<file path="config.mk">
export PLATFORM = sky130hd
export DESIGN_NAME = f32add_pipe
export DESIGN_NICKNAME = d
export VERILOG_FILES = /design/src/rtl/f32_pkg.sv /design/src/rtl/f32_lzc28.sv /design/src/rtl/f32add_pipe.sv
export SDC_FILE = /design/constraint.sdc
export NUM_CORES = 1
export LEC_CHECK = 0
export BUFFER_PORTS_ARGS = -buffer_cell sky130_fd_sc_hd__buf_4
export CORE_MARGIN = 4
export CORE_UTILIZATION = 40
export DETAILED_ROUTE_END_ITERATION = 6
export HOLD_SLACK_MARGIN = 0.15
export PLACE_DENSITY = 0.64
export SLEW_MARGIN = 10
export SYNTH_ARGS = -nofsm -noshare
export SYNTH_HDL_FRONTEND = slang
export SYNTH_SLANG_ARGS = --single-unit
</file>
<file path="constraint.sdc">
create_clock -name clk -period 6.4 [get_ports clk]
set_input_delay 1.28 -clock clk [delete_from_list [all_inputs] [get_ports clk]]
set_output_delay 1.28 -clock clk [all_outputs]
set_load 0.02 [all_outputs]
</file>
<file path="src/rtl/f32_pkg.sv">
// rtl/f32_pkg.sv - shared binary32 types, constants and operand classifier
package f32_pkg;
  localparam logic [7:0]  EXP_MAX   = 8'hFF;
  localparam int          BIAS      = 127;
  localparam logic [31:0] CANON_NAN = 32'h7FC0_0000;
  localparam int          WIDE_W    = 28;

  typedef struct packed {
    logic        sign;
    logic [7:0]  exp;
    logic [22:0] frac;
  } f32_t;

  typedef struct packed {
    logic is_zero;
    logic is_inf;
    logic is_nan;
  } f32_class_t;

  // Subnormals classify as zero, which is how they get flushed on entry.
  function automatic f32_class_t f32_classify(input f32_t v);
    f32_class_t c;
    c.is_zero = (v.exp == 8'h00);
    c.is_inf  = (v.exp == EXP_MAX) && (v.frac == 23'h0);
    c.is_nan  = (v.exp == EXP_MAX) && (v.frac != 23'h0);
    return c;
  endfunction
endpackage

</file>
<file path="src/rtl/f32_lzc28.sv">
// rtl/f32_lzc28.sv - combinational 28-bit leading-zero counter; all-zero input returns 28
module f32_lzc28 (
  input  logic [27:0] value,
  output logic [4:0]  count
);
  // Scanning upward lets the highest set bit win.
  always_comb begin
    count = 5'd28;
    for (int i = 0; i < 28; i++) begin
      if (value[i]) count = 5'(27 - i);
    end
  end
endmodule

</file>
<file path="src/rtl/f32add_pipe.sv">
// rtl/f32add_pipe.sv - three-stage pipelined binary32 adder with valid/ready on both sides
module f32add_pipe
  import f32_pkg::*;
#(
  parameter int TAG_W = 4
) (
  input  logic             clk,
  input  logic             rst,
  input  logic             in_valid,
  output logic             in_ready,
  input  logic [31:0]      in_a,
  input  logic [31:0]      in_b,
  input  logic [TAG_W-1:0] in_tag,
  output logic             out_valid,
  input  logic             out_ready,
  output logic [31:0]      out_sum,
  output logic [TAG_W-1:0] out_tag
);

  logic adv;
  assign adv      = !out_valid || out_ready;
  assign in_ready = adv;

  // ---------------- S1: classify, swap, align ----------------
  f32_t              a_f, b_f;
  f32_class_t        a_cls, b_cls;
  logic [WIDE_W-1:0] a_mant, b_mant, x_mant, y_mant, y_al;
  logic [7:0]        x_exp, y_exp, exp_diff;
  logic              x_sign, y_sign, sticky;

  assign a_f = in_a;
  assign b_f = in_b;

  always_comb begin
    a_cls  = f32_classify(a_f);
    b_cls  = f32_classify(b_f);
    a_mant = a_cls.is_zero ? '0 : {2'b01, a_f.frac, 3'b000};
    b_mant = b_cls.is_zero ? '0 : {2'b01, b_f.frac, 3'b000};
    if (a_f.exp >= b_f.exp) begin
      x_sign = a_f.sign; x_exp = a_f.exp; x_mant = a_mant;
      y_sign = b_f.sign; y_exp = b_f.exp; y_mant = b_mant;
    end else begin
      x_sign = b_f.sign; x_exp = b_f.exp; x_mant = b_mant;
      y_sign = a_f.sign; y_exp = a_f.exp; y_mant = a_mant;
    end
    exp_diff = x_exp - y_exp;
    // Saturated shift: everything pushed past bit 0 collapses into sticky.
    if (exp_diff >= 8'(WIDE_W)) begin
      sticky = |y_mant;
      y_al   = {{(WIDE_W-1){1'b0}}, sticky};
    end else begin
      sticky = |(y_mant & ~({WIDE_W{1'b1}} << exp_diff));
      y_al   = (y_mant >> exp_diff) | {{(WIDE_W-1){1'b0}}, sticky};
    end
  end

  logic              s1_valid, s1_x_sign, s1_y_sign, s1_a_sign, s1_b_sign;
  logic [7:0]        s1_exp;
  logic [WIDE_W-1:0] s1_x_mant, s1_y_mant;
  f32_class_t        s1_a_cls, s1_b_cls;
  logic [TAG_W-1:0]  s1_tag;

  always_ff @(posedge clk) begin
    if (rst) begin
      s1_valid  <= 1'b0;
      s1_x_sign <= 1'b0;
      s1_y_sign <= 1'b0;
      s1_a_sign <= 1'b0;
      s1_b_sign <= 1'b0;
      s1_exp    <= '0;
      s1_x_mant <= '0;
      s1_y_mant <= '0;
      s1_a_cls  <= '0;
      s1_b_cls  <= '0;
      s1_tag    <= '0;
    end else if (adv) begin
      s1_valid  <= in_valid;
      s1_x_sign <= x_sign;
      s1_y_sign <= y_sign;
      s1_a_sign <= a_f.sign;
      s1_b_sign <= b_f.sign;
      s1_exp    <= x_exp;
      s1_x_mant <= x_mant;
      s1_y_mant <= y_al;
      s1_a_cls  <= a_cls;
      s1_b_cls  <= b_cls;
      s1_tag    <= in_tag;
    end
  end

  // ---------------- S2: add/subtract, normalize ----------------
  logic              eff_sub, sum_sign;
  logic [WIDE_W:0]   diff;
  logic [WIDE_W-1:0] mag;
  logic [4:0]        lz;
  logic [26:0]       norm;
  logic signed [9:0] norm_exp;

  f32_lzc28 u_lzc (
    .value (mag),
    .count (lz)
  );

  always_comb begin
    eff_sub = s1_x_sign ^ s1_y_sign;
    diff    = {1'b0, s1_x_mant} - {1'b0, s1_y_mant};
    if (!eff_sub) begin
      mag      = s1_x_mant + s1_y_mant;
      sum_sign = s1_x_sign;
    end else if (diff[WIDE_W]) begin
      // Equal exponents with y larger: negate and take y's sign.
      mag      = ~diff[WIDE_W-1:0] + 28'd1;
      sum_sign = s1_y_sign;
    end else begin
      mag      = diff[WIDE_W-1:0];
      sum_sign = s1_x_sign;
    end
    if (mag[WIDE_W-1]) begin
      norm     = {mag[27:2], mag[1] | mag[0]};
      norm_exp = $signed({2'b00, s1_exp}) + 10'sd1;
    end else begin
      norm     = mag[26:0] << (lz - 5'd1);
      norm_exp = $signed({2'b00, s1_exp}) - $signed({5'b00000, lz}) + 10'sd1;
    end
  end

  logic              s2_valid, s2_sign, s2_zero, s2_a_sign, s2_b_sign;
  logic signed [9:0] s2_exp;
  logic [26:0]       s2_mant;
  f32_class_t        s2_a_cls, s2_b_cls;
  logic [TAG_W-1:0]  s2_tag;

  always_ff @(posedge clk) begin
    if (rst) begin
      s2_valid  <= 1'b0;
      s2_sign   <= 1'b0;
      s2_zero   <= 1'b0;
      s2_a_sign <= 1'b0;
      s2_b_sign <= 1'b0;
      s2_exp    <= '0;
      s2_mant   <= '0;
      s2_a_cls  <= '0;
      s2_b_cls  <= '0;
      s2_tag    <= '0;
    end else if (adv) begin
      s2_valid  <= s1_valid;
      s2_sign   <= sum_sign;
      s2_zero   <= (mag == '0);
      s2_a_sign <= s1_a_sign;
      s2_b_sign <= s1_b_sign;
      s2_exp    <= norm_exp;
      s2_mant   <= norm;
      s2_a_cls  <= s1_a_cls;
      s2_b_cls  <= s1_b_cls;
      s2_tag    <= s1_tag;
    end
  end

  // ---------------- S3: round, clamp, special override ----------------
  logic              round_up, special;
  logic [24:0]       rounded;
  logic signed [9:0] round_exp;
  logic [22:0]       round_frac;
  logic [31:0]       packed_sum, special_val, result;

  always_comb begin
    round_up   = s2_mant[2] & (s2_mant[1] | s2_mant[0] | s2_mant[3]);
    rounded    = {1'b0, s2_mant[26:3]} + {24'h0, round_up};
    round_exp  = s2_exp + (rounded[24] ? 10'sd1 : 10'sd0);
    round_frac = rounded[24] ? rounded[23:1] : rounded[22:0];

    if (s2_zero)                    packed_sum = 32'h0;
    else if (round_exp <= 10'sd0)   packed_sum = {s2_sign, 31'h0};
    else if (round_exp >= 10'sd255) packed_sum = {s2_sign, EXP_MAX, 23'h0};
    else                            packed_sum = {s2_sign, round_exp[7:0], round_frac};

    special     = 1'b1;
    special_val = CANON_NAN;
    if (s2_a_cls.is_nan || s2_b_cls.is_nan)
      special_val = CANON_NAN;
    else if (s2_a_cls.is_inf && s2_b_cls.is_inf && (s2_a_sign != s2_b_sign))
      special_val = CANON_NAN;
    else if (s2_a_cls.is_inf)
      special_val = {s2_a_sign, EXP_MAX, 23'h0};
    else if (s2_b_cls.is_inf)
      special_val = {s2_b_sign, EXP_MAX, 23'h0};
    else if (s2_a_cls.is_zero && s2_b_cls.is_zero)
      special_val = {s2_a_sign & s2_b_sign, 31'h0};
    else
      special = 1'b0;

    result = special ? special_val : packed_sum;
  end

  always_ff @(posedge clk) begin
    if (rst) begin
      out_valid <= 1'b0;
      out_sum   <= '0;
      out_tag   <= '0;
    end else if (adv) begin
      out_valid <= s2_valid;
      out_sum   <= result;
      out_tag   <= s2_tag;
    end
  end

endmodule

</file>
==> metrics.txt, run 1 <==
status=complete, no violations; adder and majority cell fraction of the synthesized area=0.0580; Syn Area/Cell=7.26 sq um; Final Skew=around 0.013 ns; Remaining DRCs=0; total number of vias=18500; largest family of logic cells by synthesized area=compound AO/OA/AOI/OAI gates; Cell variety after synth=102; clock root cell=sky130_fd_sc_hd__clkbuf_16; worst-case setup margin in the final layout=roughly 0.025 ns; most frequent cell after synthesis=sky130_fd_sc_hd__nand2_1; H-tree Lvls=4; drt first-iter violations=1469; number of hold violations in the final report=0; global-route wire length before repair=around 97000 microns; Post-Synthesis Cell Area=around 16000 sq um; first-pass detailed-route iteration total=6; maximum resistive drop on vdd=221 uV; via count of the first global-routing pass=about 18000; max frequency=157 MHz; crit end category=register; port bufs=approximately 110; Die Y=approximately 210 microns; placed wire-length estimate after detailed placement=about 49000 microns; layout overhead on the synthesized area=26.3%; fraction of the mapped netlist area in simple logic gates=0.261; most frequently used flop master after synthesis=sky130_fd_sc_hd__dfxtp_1; Period Utilization, post-route=0.996; global-route total usage across every layer=0.269; class of the worst hold path=register to register; most area-consuming cells after synthesis=sky130_fd_sc_hd__dfxtp_1 (20%), sky130_fd_sc_hd__nand2_1 (6.1%), sky130_fd_sc_hd__nor2_1 (5.6%), sky130_fd_sc_hd__ha_1 (5.5%), sky130_fd_sc_hd__mux2i_1 (5.1%); Antenna Nets Post-Route=0; CP required=about 6.7 ns; minimum setup slack after placement=-0.200 ns; fraction of layout cells with a size suffix above 1=0.243; share of the synthesized area in compound gates (AO/OA/AOI/OAI)=0.283; Post-Route Setup TNS=0 ns; xor/xnor share of the synthesized area=0.0527; total wirelength of the detailed-routed design=roughly 62000 microns; DR WL/cell=between 20 and 25 microns; Critical Path Start Type=register; setup repair after global routing missed its margin=yes; floorplan die width=210 microns; I/O pins=110; remaining max-slew budget at the tightest pin=0.299; number of enable flip-flop cells after synthesis=0; Worst Tran Pin Value=between 1 and 1.5 ns; critical path class=register to register; top-area cell type share of the netlist area=0.199; die area=about 44000 sq um; largest net degree at the start of global routing=approximately 160; library cell occupying the most area in the post-synthesis netlist=sky130_fd_sc_hd__dfxtp_1; number of max-slew violations in the final report=0; ratio of routed vias to standard cells=roughly 6.0; post-route minimum period=~6.4 ns; global placer's final weighted congestion=1.02; Core Footprint=40100 sq um; Post-Syn Nets=around 2400; Total Nets Final=approximately 2700; arrival time at the worst endpoint=about 6.7 ns; Leak=slightly below 9 nW; Mapped Cells=2258; maximum buffer depth of the clock tree=2; source-to-sink clock delay at the later pin of the worst-skew pair=approximately 0.47 ns; pwr dens=around 370 nW/um^2; global route total overflow=0; TritonCTS clock tree=built; number of synthesized register bits=~160; biggest fanout along the worst timing path=10; number of warnings reported in the yosys synthesis log=0; Antenna Diode Count=0; clock-pin transition on the worst setup and hold timing paths=0.07 ns; number of antenna violations at the first check in global routing=0; Inserted Clock Buffers=17; # setup viols final=0; count of hold-fix buffers inserted at cts=0; # rows=73; proportion of synthesized chip area in sequential cells=0.199; effective utilization at floorplan=0.409; number of sinks handled by clock tree synthesis=163; async set or reset register ratio after synthesis=0; total of max-cap violations=0; proportion of synthesized area in mux cells=0.0863; Post-synth top cells=sky130_fd_sc_hd__nand2_1 (267), sky130_fd_sc_hd__nor2_1 (246), sky130_fd_sc_hd__dfxtp_1 (163)
-- repair_timing --
action | CTS | global route
endpoints found under the hold margin | 0 | 0
endpoints found under the setup margin | 21 | 33
gates resized for setup | 8 | 76
buffers inserted | 0 | 9
pin swaps | 1 | 33
-- placed cells by master, fill, tap and decap left out, types with 19 or more instances in the layout --
| master | count |
|---|---|
| sky130_fd_sc_hd__inv_1 | 73 |
| sky130_fd_sc_hd__a21o_1 | 31 |
| sky130_fd_sc_hd__o21ai_0 | 88 |
| sky130_fd_sc_hd__a211oi_1 | 35 |
| sky130_fd_sc_hd__mux2_2 | 19 |
| sky130_fd_sc_hd__mux2i_1 | 84 |
| sky130_fd_sc_hd__buf_4 | 416 |
| sky130_fd_sc_hd__nand2_1 | 265 |
| sky130_fd_sc_hd__xor2_1 | 22 |
| sky130_fd_sc_hd__nor2_1 | 241 |
| sky130_fd_sc_hd__nand4_1 | 29 |
| sky130_fd_sc_hd__nand2b_1 | 27 |
| sky130_fd_sc_hd__a22oi_1 | 33 |
| sky130_fd_sc_hd__nand3_1 | 54 |
| sky130_fd_sc_hd__nor3_1 | 86 |
| sky130_fd_sc_hd__a32oi_1 | 19 |
| sky130_fd_sc_hd__a21oi_1 | 153 |
| sky130_fd_sc_hd__o211ai_1 | 34 |
| sky130_fd_sc_hd__nor4_1 | 31 |
| sky130_fd_sc_hd__and3_1 | 30 |
| sky130_fd_sc_hd__a31oi_1 | 19 |
| sky130_fd_sc_hd__xnor2_1 | 63 |
| sky130_fd_sc_hd__ha_1 | 67 |
| sky130_fd_sc_hd__a311oi_1 | 24 |
| sky130_fd_sc_hd__a221oi_1 | 40 |
| sky130_fd_sc_hd__dfxtp_1 | 158 |
-- worst paths after layout --
path	cells past startpoint	start	to	slack [ns]
worst max-delay path	26	s1_y_mant[3]	s2_mant[8]	0.02
worst max register to register	26	s1_y_mant[3]	s2_mant[8]	0.02
worst min-delay path	2	s2_valid	s2_valid	0.45
worst min register to register	2	s2_valid	s2_valid	0.45
-- layout make-up --
class,instances,area (sq um)
multi-input cells,1846,12600
flip-flops and latches,163,3270
inverters,82,310
well taps,525,657
fillers,3876,19400
clock inverters,15,185
clock buffers,17,425
repair buffers,423,3230
-- power breakdown --
| part | switching [mW] | total, mW | internal, mW | leakage [nW] |
|---|---|---|---|---|
| logic | 2.95 | 5.36 | 2.41 | 7.14 |
| registers | 0.146 | 1.31 | 1.16 | 1.34 |
| clock network | 0.511 | 1.04 | 0.529 | 0.298 |
-- layer usage --
layer  global-route usage  routed length (microns)  vias to the layer above
met2                0.435                    28100                      627
met1                0.373                    28400                     8867
met5                    0                        0                        -
li1                     -                        -                     8926
met4               0.0934                     2220                        0
met3               0.0348                     3320                      126
-- state kept, by name, indices dropped and copies added (netlist names), 4 cells and up --
name,flops
out_tag,4
s2_mant,27
s1_y_mant,27
s2_exp,10
s1_x_mant,24
s1_tag,4
s1_exp,8
s2_tag,4
out_sum,32
-- cells by family after synthesis --
kind of cell | after synthesis
and+or+nand+nor | 894
adders and majority gates | 75
buffers and inverters | 249
xor gates and xnor gates | 97
AOI/OAI and AO/OA | 660
muxes | 120
DFF | 163
-- worst max-delay path, cell delays in order (launching register included) --
cell                        delay, ns
sky130_fd_sc_hd__dfxtp_2         0.33
sky130_fd_sc_hd__inv_2           0.05
sky130_fd_sc_hd__ha_4            0.15
sky130_fd_sc_hd__or3_4           0.41
sky130_fd_sc_hd__a2bb2oi_4       0.20
sky130_fd_sc_hd__a311o_1         0.43
sky130_fd_sc_hd__or3_4           0.41
sky130_fd_sc_hd__a211o_1         0.34
sky130_fd_sc_hd__nor4b_2         0.34
sky130_fd_sc_hd__buf_4           0.21
sky130_fd_sc_hd__buf_6           0.11
sky130_fd_sc_hd__a21oi_4         0.06
sky130_fd_sc_hd__xnor2_2         0.17
sky130_fd_sc_hd__o211ai_1        0.12
sky130_fd_sc_hd__a32o_2          0.27
sky130_fd_sc_hd__o211a_1         0.26
sky130_fd_sc_hd__a21oi_4         0.22
sky130_fd_sc_hd__buf_4           0.24
sky130_fd_sc_hd__inv_2           0.05
sky130_fd_sc_hd__ha_1            0.31
sky130_fd_sc_hd__xor2_2          0.25
sky130_fd_sc_hd__mux2_1          0.38
sky130_fd_sc_hd__a211oi_2        0.32
sky130_fd_sc_hd__buf_4           0.17
sky130_fd_sc_hd__nor3_1          0.06
sky130_fd_sc_hd__o21ai_1         0.25
sky130_fd_sc_hd__a211oi_1        0.12
-- through the flow --
stage               instances  total power [mW]  instance area [sq um]   util  hold WS, ns
global route             3071              8.21                  20700  0.516        0.474
finish                   3071              7.71                  20700  0.516        0.451
global placement         3030              6.36                  19600  0.489        0.438
floorplan                2258              4.43                  16400      -        0.432
CTS                      3062              7.48                  20300  0.506        0.453
detailed placement       3030              6.39                  19600  0.489        0.445
Power figures use the tool's default switching activity.
==> run 2, diff against run 1 <==
--- a/config.mk
+++ b/config.mk
@@ -7,10 +7,10 @@
 export LEC_CHECK = 0
 export BUFFER_PORTS_ARGS = -buffer_cell sky130_fd_sc_hd__buf_4
 export CORE_MARGIN = 4
-export CORE_UTILIZATION = 40
+export CORE_UTILIZATION = 57
 export DETAILED_ROUTE_END_ITERATION = 6
 export HOLD_SLACK_MARGIN = 0.15
-export PLACE_DENSITY = 0.64
+export PLACE_DENSITY = 0.84
 export SLEW_MARGIN = 10
 export SYNTH_ARGS = -nofsm -noshare
 export SYNTH_HDL_FRONTEND = slang
==> run 2 against run 1 <==
  * The run now ends with negative setup slack left
  * Critical path type unchanged
  * Wire length rose by 0.59%
  * Clock-buffer cell count did not move
  * Sequential share of layout area rose by 0.14 points
  * Worst hold slack improved by 0.00056 ns
==> metrics.txt, run 2 (same netlist as run 1, synthesis figures left out) <==
number of antenna violations at the first check in global routing=1; Worst path max stage delay=0.51 ns; TritonCTS clock tree=built; startpoint of the lowest-slack register-to-register path=s1_y_mant[25]; Worst Tran Pin Value=around 1.2 ns; end-of-flow core utilization=0.734; status=complete, but fails checks; count of cells along the worst hold path=2; maximum buffer depth of the clock tree=2; clock-pin transition on the worst setup and hold timing paths=roughly 0.08 ns; Antenna Diode Count=0; total of max-cap violations=0; clock root cell=sky130_fd_sc_hd__clkbuf_16; die area=about 32000 sq um; minimum setup slack after placement=-0.188 ns; worst-case setup margin in the final layout=-0.0731 ns; global-route total usage across every layer=0.373; DR WL/cell=around 22 microns; first-pass detailed-route iteration total=6; max frequency=154 MHz; source-to-sink clock delay at the later pin of the worst-skew pair=0.45 ns; layout overhead on the synthesized area=25.7%; Die Y=178 microns; ratio of routed vias to standard cells=around 6.7; total wirelength of the detailed-routed design=~62000 microns; count of hold-fix buffers inserted at cts=0; placed wire-length estimate after detailed placement=roughly 46000 microns; setup repair after global routing missed its margin=yes; largest net degree at the start of global routing=about 160; # rows=61; maximum resistive drop on vdd=about 260 uV; Remaining DRCs=0; pwr dens=between 300 and 400 nW/um^2; most frequent standard cell in the layout excluding fill and tap cells=sky130_fd_sc_hd__buf_4; Final Skew=between 0.01 and 0.015 ns; Period Utilization, post-route=1.01; crit end category=register; arrival time at the worst endpoint=6.82 ns; port bufs=109; number of hold violations in the final report=0; # setup viols final=2; number of sinks handled by clock tree synthesis=between 150 and 200; biggest fanout along the worst timing path=6; fillcell total=2259; cell depth of the worst flop-to-flop path=28; global placer's final weighted congestion=between 0.9 and 1; Reg with most FFs=out_sum; Critical-path top delay cell=sky130_fd_sc_hd__or4_4; post-route minimum period=6.47 ns; Largest register FFs=32; global route total overflow=0; startpoint of the most critical setup path=s1_y_mant[25]; H-tree Lvls=4; final total power=7.72 mW; registers with the most flip-flops=out_sum: 32 flops, s1_y_mant: 27 flops, s2_mant: 27 flops; Total Nets Final=between 2000 and 3000; I/O pins=110; total number of vias=roughly 20000; effective utilization at floorplan=0.584; number of max-slew violations in the final report=0; remaining max-slew budget at the tightest pin=0.204; failing checks=negative setup slack; CP required=6.75 ns; class of the worst hold path=register to register; global-route wire length before repair=95500 microns; most used cells in the layout excluding fill and tap cells=sky130_fd_sc_hd__buf_4 (380), sky130_fd_sc_hd__nand2_1 (263), sky130_fd_sc_hd__nor2_1 (239), sky130_fd_sc_hd__a21oi_1 (153), sky130_fd_sc_hd__dfxtp_1 (147); hold path start=s2_valid; drt first-iter violations=2311; via count of the first global-routing pass=approximately 18000; Inserted Clock Buffers=17; Critical Path Start Type=register; fraction of layout cells with a size suffix above 1=0.252; Leak=8.68 nW; Antenna Nets Post-Route=0; critical path class=register to register; Core Footprint=roughly 28000 sq um; floorplan die width=roughly 180 microns
## run 2: changes by cell type in the layout (fill, tap and decap cells not counted), sizes merged
cell,previous run,this run
buf,423,394
clkinv,9,6
inv,88,90
clkbuf,17,18
clkinvlp,0,1
## run 2: final timing paths
check | end | slack, ns
min reg2reg | s2_valid | 0.45
max reg2reg | s2_exp[6] | -0.07
min | s2_valid | 0.45
max | s2_exp[6] | -0.07
## run 2: worst max-delay path, delay by kind of cell (launching register included)
| kind | cells | cell delay [ns] |
|---|---|---|
| adders and majority gates | 3 | 0.86 |
| xor gates and xnor gates | 2 | 0.28 |
| DFF | 1 | 0.34 |
| and+or+nand+nor | 3 | 0.72 |
| buffers and inverters | 4 | 0.37 |
| AOI/OAI and AO/OA | 16 | 3.82 |
## run 2: where the power goes
part | leakage [nW] | switching, mW | total (mW) | internal (mW)
clock network | 0.291 | 0.552 | 1.08 | 0.532
registers | 1.34 | 0.153 | 1.32 | 1.16
logic | 7.05 | 2.99 | 5.31 | 2.33
total | 8.68 | 3.69 | 7.72 | 4.02
## run 2: layer usage
metal / track usage / wire length [microns] / vias up
met4: 0.130 / 2420 / 2
li1: - / - / 8866
met2: 0.591 / 28000 / 1170
met3: 0.0752 / 6070 / 212
met5: 0 / 13 / -
met1: 0.508 / 25900 / 9194
## run 2: per-stage QoR
step | instance area (sq um) | cells | hold slack, ns | TNS [ns]
floorplan | 16400 | 2258 | 0.432 | 0
global placement | 19100 | 2835 | 0.438 | 0
detailed placement | 19100 | 2835 | 0.444 | -0.451
CTS | 19900 | 2871 | 0.455 | 0
global route | 20600 | 2896 | 0.470 | -1.70
finish | 20600 | 2896 | 0.451 | -0.106
## run 2: layout make-up
class	count	area, sq um	area share
Clock inverter	15	175	0.00850
Sequential cell	163	3280	0.159
Timing Repair Buffer	395	3050	0.148
Inverter	82	310	0.0151
Tap cell	378	473	0.0229
Clock buffer	17	425	0.0206
Multi-Input combinational cell	1846	12900	0.625
## run 2: repair_timing
item / 4_1_cts / 5_1_grt
pin swaps: 8 / 47
gates resized for setup: 31 / 120
buffers inserted: 4 / 25
setup endpoints to repair: 6 / 33
